<file path="src/rtl/ttt_pkg.sv">
// Shared types and constants for the tic-tac-toe turn controller.
// Cell write/readback encodings, result codes and FSM states.
package ttt_pkg;

  typedef enum logic [1:0] {
    EMPTY = 2'b00,
    P1    = 2'b11,
    P2    = 2'b10
  } cell_t;

  typedef enum logic [1:0] {
    NOWIN = 2'b00,
    TIE   = 2'b01,
    P2WIN = 2'b10,
    P1WIN = 2'b11
  } result_t;

  typedef enum logic [2:0] {
    IDLE,
    CLEAR,
    WAIT,
    WRITE,
    EVAL,
    DONE
  } state_t;

  localparam int         NUM_CELLS = 9;
  localparam logic [3:0] ADDR_NONE = 4'hF;

  // Readback code of cell i; callers keep i within 0..8.
  function automatic logic [1:0] cell_at(
    input logic [17:0] b,
    input logic [3:0]  i
  );
    logic [17:0] s;
    s = b >> {i, 1'b0};
    return s[1:0];
  endfunction

endpackage

</file>
<file path="src/rtl/win_check.sv">
// Combinational line decoder over the memArray readback.
// Readback encoding: 11 = player1, 01 = player2.
module win_check
  import ttt_pkg::*;
(
  input  logic [17:0] gameBoard,
  output result_t     winner
);

  // Each entry packs three cell indices of one line.
  localparam logic [11:0] LINES [8] = '{
    {4'd0, 4'd1, 4'd2},
    {4'd3, 4'd4, 4'd5},
    {4'd6, 4'd7, 4'd8},
    {4'd0, 4'd3, 4'd6},
    {4'd1, 4'd4, 4'd7},
    {4'd2, 4'd5, 4'd8},
    {4'd0, 4'd4, 4'd8},
    {4'd2, 4'd4, 4'd6}
  };

  function automatic logic line_is(
    input logic [17:0] b,
    input logic [11:0] ln,
    input logic [1:0]  v
  );
    return cell_at(b, ln[11:8]) == v &&
           cell_at(b, ln[7:4])  == v &&
           cell_at(b, ln[3:0])  == v;
  endfunction

  logic p1_line;
  logic p2_line;

  always_comb begin
    p1_line = 1'b0;
    p2_line = 1'b0;
    for (int l = 0; l < 8; l++) begin
      p1_line = p1_line | line_is(gameBoard, LINES[l], 2'b11);
      p2_line = p2_line | line_is(gameBoard, LINES[l], 2'b01);
    end
  end

  assign winner = p1_line ? P1WIN :
                  p2_line ? P2WIN : NOWIN;

endmodule

</file>
<file path="src/rtl/game_sequencer.sv">
// Turn-by-turn controller for the tic-tac-toe board memory.
// Clears the board, validates and writes moves, scores and times turns.
module game_sequencer
  import ttt_pkg::*;
#(
  parameter int TURN_TIMEOUT = 0,
  parameter int TIMEOUT_W    = 16
) (
  input  logic        ph1,
  input  logic        reset,
  input  logic        start,
  input  logic        moveReq,
  input  logic [3:0]  moveAddr,
  input  logic [17:0] gameBoard,
  output logic [3:0]  addr,
  output logic [1:0]  cellState,
  output logic        moveAck,
  output logic        moveErr,
  output logic        turn,
  output logic [3:0]  moveCount,
  output logic [1:0]  result,
  output logic        busy
);

  localparam logic [TIMEOUT_W-1:0] T_LAST =
    TIMEOUT_W'(TURN_TIMEOUT - 1);

  state_t               state, state_n;
  logic [3:0]           clr_idx, clr_idx_n;
  logic [TIMEOUT_W-1:0] timer, timer_n;
  logic                 turn_n;
  logic [3:0]           count_n, count_inc;
  result_t              res_q, res_n, winner;
  logic [3:0]           wr_addr, wr_addr_n;

  logic timed_out;
  logic illegal;
  logic go_to, go_err, go_ack;

  win_check u_win (
    .gameBoard (gameBoard),
    .winner    (winner)
  );

  assign result    = res_q;
  assign count_inc = moveCount + 4'd1;
  assign timed_out = (TURN_TIMEOUT != 0) && (timer == T_LAST);
  assign illegal   = (moveAddr > 4'd8) ||
                     (cell_at(gameBoard, moveAddr) != 2'b00);

  // start beats timeout beats moveReq
  assign go_to  = !start && timed_out;
  assign go_err = !start && !timed_out && moveReq && illegal;
  assign go_ack = !start && !timed_out && moveReq && !illegal;

  always_comb begin
    state_n   = state;
    clr_idx_n = clr_idx;
    timer_n   = timer;
    turn_n    = turn;
    count_n   = moveCount;
    res_n     = res_q;
    wr_addr_n = wr_addr;
    addr      = ADDR_NONE;
    cellState = EMPTY;
    moveAck   = 1'b0;
    moveErr   = 1'b0;
    busy      = 1'b0;
    unique case (state)
      IDLE: begin
        if (start) begin
          state_n   = CLEAR;
          clr_idx_n = 4'd0;
        end
      end
      CLEAR: begin
        busy      = 1'b1;
        addr      = clr_idx;
        clr_idx_n = clr_idx + 4'd1;
        if (clr_idx == 4'(NUM_CELLS - 1)) begin
          state_n = WAIT;
          turn_n  = 1'b0;
          count_n = 4'd0;
          res_n   = NOWIN;
          timer_n = '0;
        end
      end
      WAIT: begin
        timer_n = timer + 1'b1;
        unique case (1'b1)
          start: begin
            state_n   = CLEAR;
            clr_idx_n = 4'd0;
          end
          go_to: begin
            res_n   = turn ? P1WIN : P2WIN;
            state_n = DONE;
          end
          go_err: moveErr = 1'b1;
          go_ack: begin
            moveAck   = 1'b1;
            wr_addr_n = moveAddr;
            state_n   = WRITE;
          end
          default: ;
        endcase
      end
      WRITE: begin
        busy      = 1'b1;
        addr      = wr_addr;
        cellState = turn ? P2 : P1;
        state_n   = EVAL;
      end
      EVAL: begin
        busy    = 1'b1;
        count_n = count_inc;
        if (winner != NOWIN) begin
          res_n   = winner;
          state_n = DONE;
        end else if (count_inc == 4'(NUM_CELLS)) begin
          res_n   = TIE;
          state_n = DONE;
        end else begin
          turn_n  = ~turn;
          timer_n = '0;
          state_n = WAIT;
        end
      end
      DONE: begin
        if (start) begin
          state_n   = CLEAR;
          clr_idx_n = 4'd0;
        end
      end
      default: state_n = IDLE;
    endcase
  end

  always_ff @(posedge ph1 or negedge reset) begin
    if (!reset) begin
      state     <= IDLE;
      clr_idx   <= 4'd0;
      timer     <= '0;
      turn      <= 1'b0;
      moveCount <= 4'd0;
      res_q     <= NOWIN;
      wr_addr   <= ADDR_NONE;
    end else begin
      state     <= state_n;
      clr_idx   <= clr_idx_n;
      timer     <= timer_n;
      turn      <= turn_n;
      moveCount <= count_n;
      res_q     <= res_n;
      wr_addr   <= wr_addr_n;
    end
  end

endmodule

</file>
<file path="config.mk">
export PLATFORM = sky130hd
export DESIGN_NAME = game_sequencer
export DESIGN_NICKNAME = d
export VERILOG_FILES = /design/src/rtl/ttt_pkg.sv /design/src/rtl/win_check.sv /design/src/rtl/game_sequencer.sv
export SDC_FILE = /design/constraint.sdc
export NUM_CORES = 1
export LEC_CHECK = 0
export CELL_PAD_IN_SITES_DETAIL_PLACEMENT = 1
export CELL_PAD_IN_SITES_GLOBAL_PLACEMENT = 1
export CORE_ASPECT_RATIO = 0.8
export CORE_MARGIN = 2
export CORE_UTILIZATION = 35
export DETAILED_ROUTE_END_ITERATION = 10
export PLACE_DENSITY = 0.79
export SYNTH_ARGS = -nofsm -noshare
export SYNTH_HDL_FRONTEND = slang
export SYNTH_SLANG_ARGS = --single-unit
export TNS_END_PERCENT = 100
</file>
<file path="constraint.sdc">
create_clock -name ph1 -period 2.1 [get_ports ph1]
set_input_delay 0.21 -clock ph1 [delete_from_list [all_inputs] [get_ports ph1]]
set_output_delay 0.21 -clock ph1 [all_outputs]
set_load 0.02 [all_outputs]
</file>
==> flow_metrics.env <==
export IMPL_clk_latency_ns=0.26
export IMPL_drive_gt1_share_pct=27.8
export IMPL_grt_start_max_net_pins=23
export IMPL_seqCellArea_um2=457
export IMPL_vias_per_cell=5.40
export IMPL_utilization_pct=55.4
export IMPL_crit_family="buffers and inverters"
export IMPL_clock_sinks=18
export IMPL_maxCapViolations=0
export IMPL_core_region_area_mm2=0.00420
export IMPL_h_tree_depth=1
export IMPL_crit_type="in -> out"
export IMPL_place_inst=312
export IMPL_instances_no_fill=316
export IMPL_synthesis_nets=211
export IMPL_status="finished, final reports clean"
export IMPL_dieArea_mm2=0.00494
export IMPL_die_y_um=63.3
export IMPL_synth_seq_cells=18
export IMPL_period_needed_ns=2.03
export IMPL_ant_nets=0
export IMPL_r2r_slack_ns=0.15
export IMPL_min_delay_path_class="in -> async"
export IMPL_start_util_pct=36.5
export IMPL_powerDensity_mw_per_mm2=1090
export IMPL_n_fill_cell=518
export IMPL_first_pass_iters=4
export IMPL_ys_warn_count=0
export IMPL_rows=21
export IMPL_fin_ws_ns=0.0689
export IMPL_fmax_ghz=0.492
export IMPL_wire_per_inst_um=15.9
export IMPL_grt_pass1_wl_mm=8.45
export IMPL_crit_chain="clkdlybuf4s50_1, nor2_1, mux4_2, a22oi_4, buf_6, a21oi_2, buf_2"
export IMPL_drv_slew=0
export IMPL_io_pin_count=42
export IMPL_reg2reg_to="turn$_DFFE_PN0P_"
export IMPL_vdd_drop_max_uv=693
export IMPL_critPathBufInv=3
export IMPL_slew_headroom_pct=73.1
export IMPL_ys_types=52
export IMPL_worst_pin_slew_ns=0.402
export IMPL_area_growth_pct=51.5
export IMPL_drt_initial_drc_count=70
export IMPL_netlist_instances=181
export IMPL_synthArstFlopShare_pct=100
export IMPL_vias=1705
export IMPL_period_share_pct=96.7
export IMPL_gp_congestion=0.896
export IMPL_hold_violations=0
export IMPL_post_dp_hpwl_mm=4.00
export IMPL_drt_total_wl_mm=5.03
export IMPL_synth_commonest_cells="26 x nand2_1, 25 x nor2_1, 15 x o21ai_0"
export IMPL_drc=0
export IMPL_cts_tree="done"
export IMPL_layout_nets=290
export IMPL_synth_edf_count=0
export IMPL_cts_root_buffer="clkbuf_8"
export IMPL_slowest_delay_ns=0.50
export IMPL_final_setup_skew_ns=0.00755
export IMPL_synth_top_area_share_pct=22.8
export IMPL_antenna_cells=0
export IMPL_arrival_ns=1.82
export IMPL_yosys_top_cells_area="dfrtp_1 23%, dfstp_2 6.8%, nand2_1 6.4%"
export IMPL_synth_main_ff_cell="dfrtp_1"
export IMPL_reg2reg_depth=8
export IMPL_setup_viol=0
export IMPL_syn_area_per_cell_um2=8.49
export IMPL_yosysMostFrequentCell="nand2_1"
export IMPL_grt_remaining_overflow=0
export IMPL_cellLeakagePower_nw=1.06
export IMPL_rr_startpoint="clr_idx[1]$_DFFE_PN0P_"
export IMPL_synthesis_area_mm2=0.00154
export IMPL_cp_data_required_time_ns=1.89
export IMPL_cp_max_fo=3
export IMPL_yosysSeqAreaShare_pct=29.6
export IMPL_synth_top_area_cell="dfrtp_1"
export IMPL_grt_total_usage_pct=21.3
export IMPL_place_ws_ns=-0.455
export IMPL_grt_pass1_vias=1717
export IMPL_io_buffers=41
export IMPL_cts_buffers=3
export IMPL_multi_input_area_mm2=0.00102
export IMPL_cpMaxStageDelayCell="mux4_2"
export IMPL_startpoint_type="input pin"
export IMPL_postCtsSetupBuffers=0
export IMPL_clk_path_buf_depth=2
export IMPL_endpoint_kind="output port"
export IMPL_p_total_mw=2.55
export IMPL_antenna_found_initial=0
export IMPL_die_w_um=78.1
export IMPL_clk_pin_slew_ns=0.08
registers in the layout, indices dropped and copies added, names as in the netlist:
register	cells
clr_idx	4
moveCount	4
result	2
state	3
turn	1
wr_addr	4
routing by layer:
| metal | up-vias | part of all wire (%) | global-route usage [%] |
|---|---|---|---|
| li1 | 823 | - | - |
| met1 | 850 | 51 | 33.0 |
| met2 | 30 | 45 | 33.0 |
| met3 | 2 | 3.1 | 3.01 |
| met4 | 0 | 0.16 | 1.32 |
| met5 | - | 0 | 0 |
per-stage QoR:
stage	hold WS (ns)	TNS (ns)	cell area, µm²
6_report	0.279	0	2330
5_1_grt	0.309	-0.00269	2330
4_1_cts	0.286	0	2310
3_5_place_dp	0.479	-2.07	2270
3_3_place_gp	0.472	-1.65	2270
2_1_floorplan	-0.0856	0	1540
worst max path at each step:
stage	from	endpoint	slack [ns]	cells past startpoint
6_report	gameBoard[14]	moveAck	0.07	7
3_5_place_dp	gameBoard[12]	moveErr	-0.46	7
5_1_grt	gameBoard[14]	moveErr	-0.001	7
2_1_floorplan	clr_idx[0]$_DFFE_PN0P_	turn$_DFFE_PN0P_	0.24	8
4_1_cts	moveAddr[1]	moveAck	0.04	6
3_3_place_gp	gameBoard[12]	moveErr	-0.39	7
power by group:
part           internal, mW  leakage [nW]  switching [mW]
sequential            0.486         0.223           0.134
combinational         0.790         0.804           0.842
clock                 0.167        0.0288           0.128
total                  1.44          1.06            1.10
area by class of cell:
| type | instances | share of cell area, % |
|---|---|---|
| clock buffers | 4 | 2.36 |
| inverters | 8 | 1.29 |
| multi-input cells | 151 | 43.7 |
| flip-flops and latches | 18 | 19.6 |
| well taps | 57 | 3.06 |
| repair buffers | 78 | 29.9 |
cells in the final DEF, fill, tap and decap left out, types with 3 or more instances in the layout:
cell             Yosys  routed
a21oi_1              9       9
and4bb_2             6       6
buf_4                1      35
clkbuf_8             2       4
clkdlybuf4s50_1      0      35
dfrtp_1             14      13
dfstp_2              4       4
ha_1                 4       4
inv_1                8       8
mux2_2               3       3
nand2_1             26      26
nand2b_1             3       3
nand3_1              3       3
nand4_1              9       9
nor2_1              25      25
nor2b_1              3       3
o21ai_0             15      15
cell families after synthesis:
group / after synthesis / synth area share (%)
buffers and inverters: 12 / 4.48
and+or+nand+nor: 90 / 31.6
xor gates and xnor gates: 1 / 0.570
AOI/OAI and AO/OA: 47 / 22.6
adders and majority gates: 5 / 3.91
muxes: 8 / 7.17
DFF: 18 / 29.6
timing repair:
item                                    4_1_cts  5_1_grt
hold buffers                                  0        0
gates cloned                                  0        0
resized for setup                            11        4
pin swaps                                     0        0
endpoints found under the setup margin        3        3
endpoints found under the hold margin         0        0
Power figures use the tool's default switching activity.
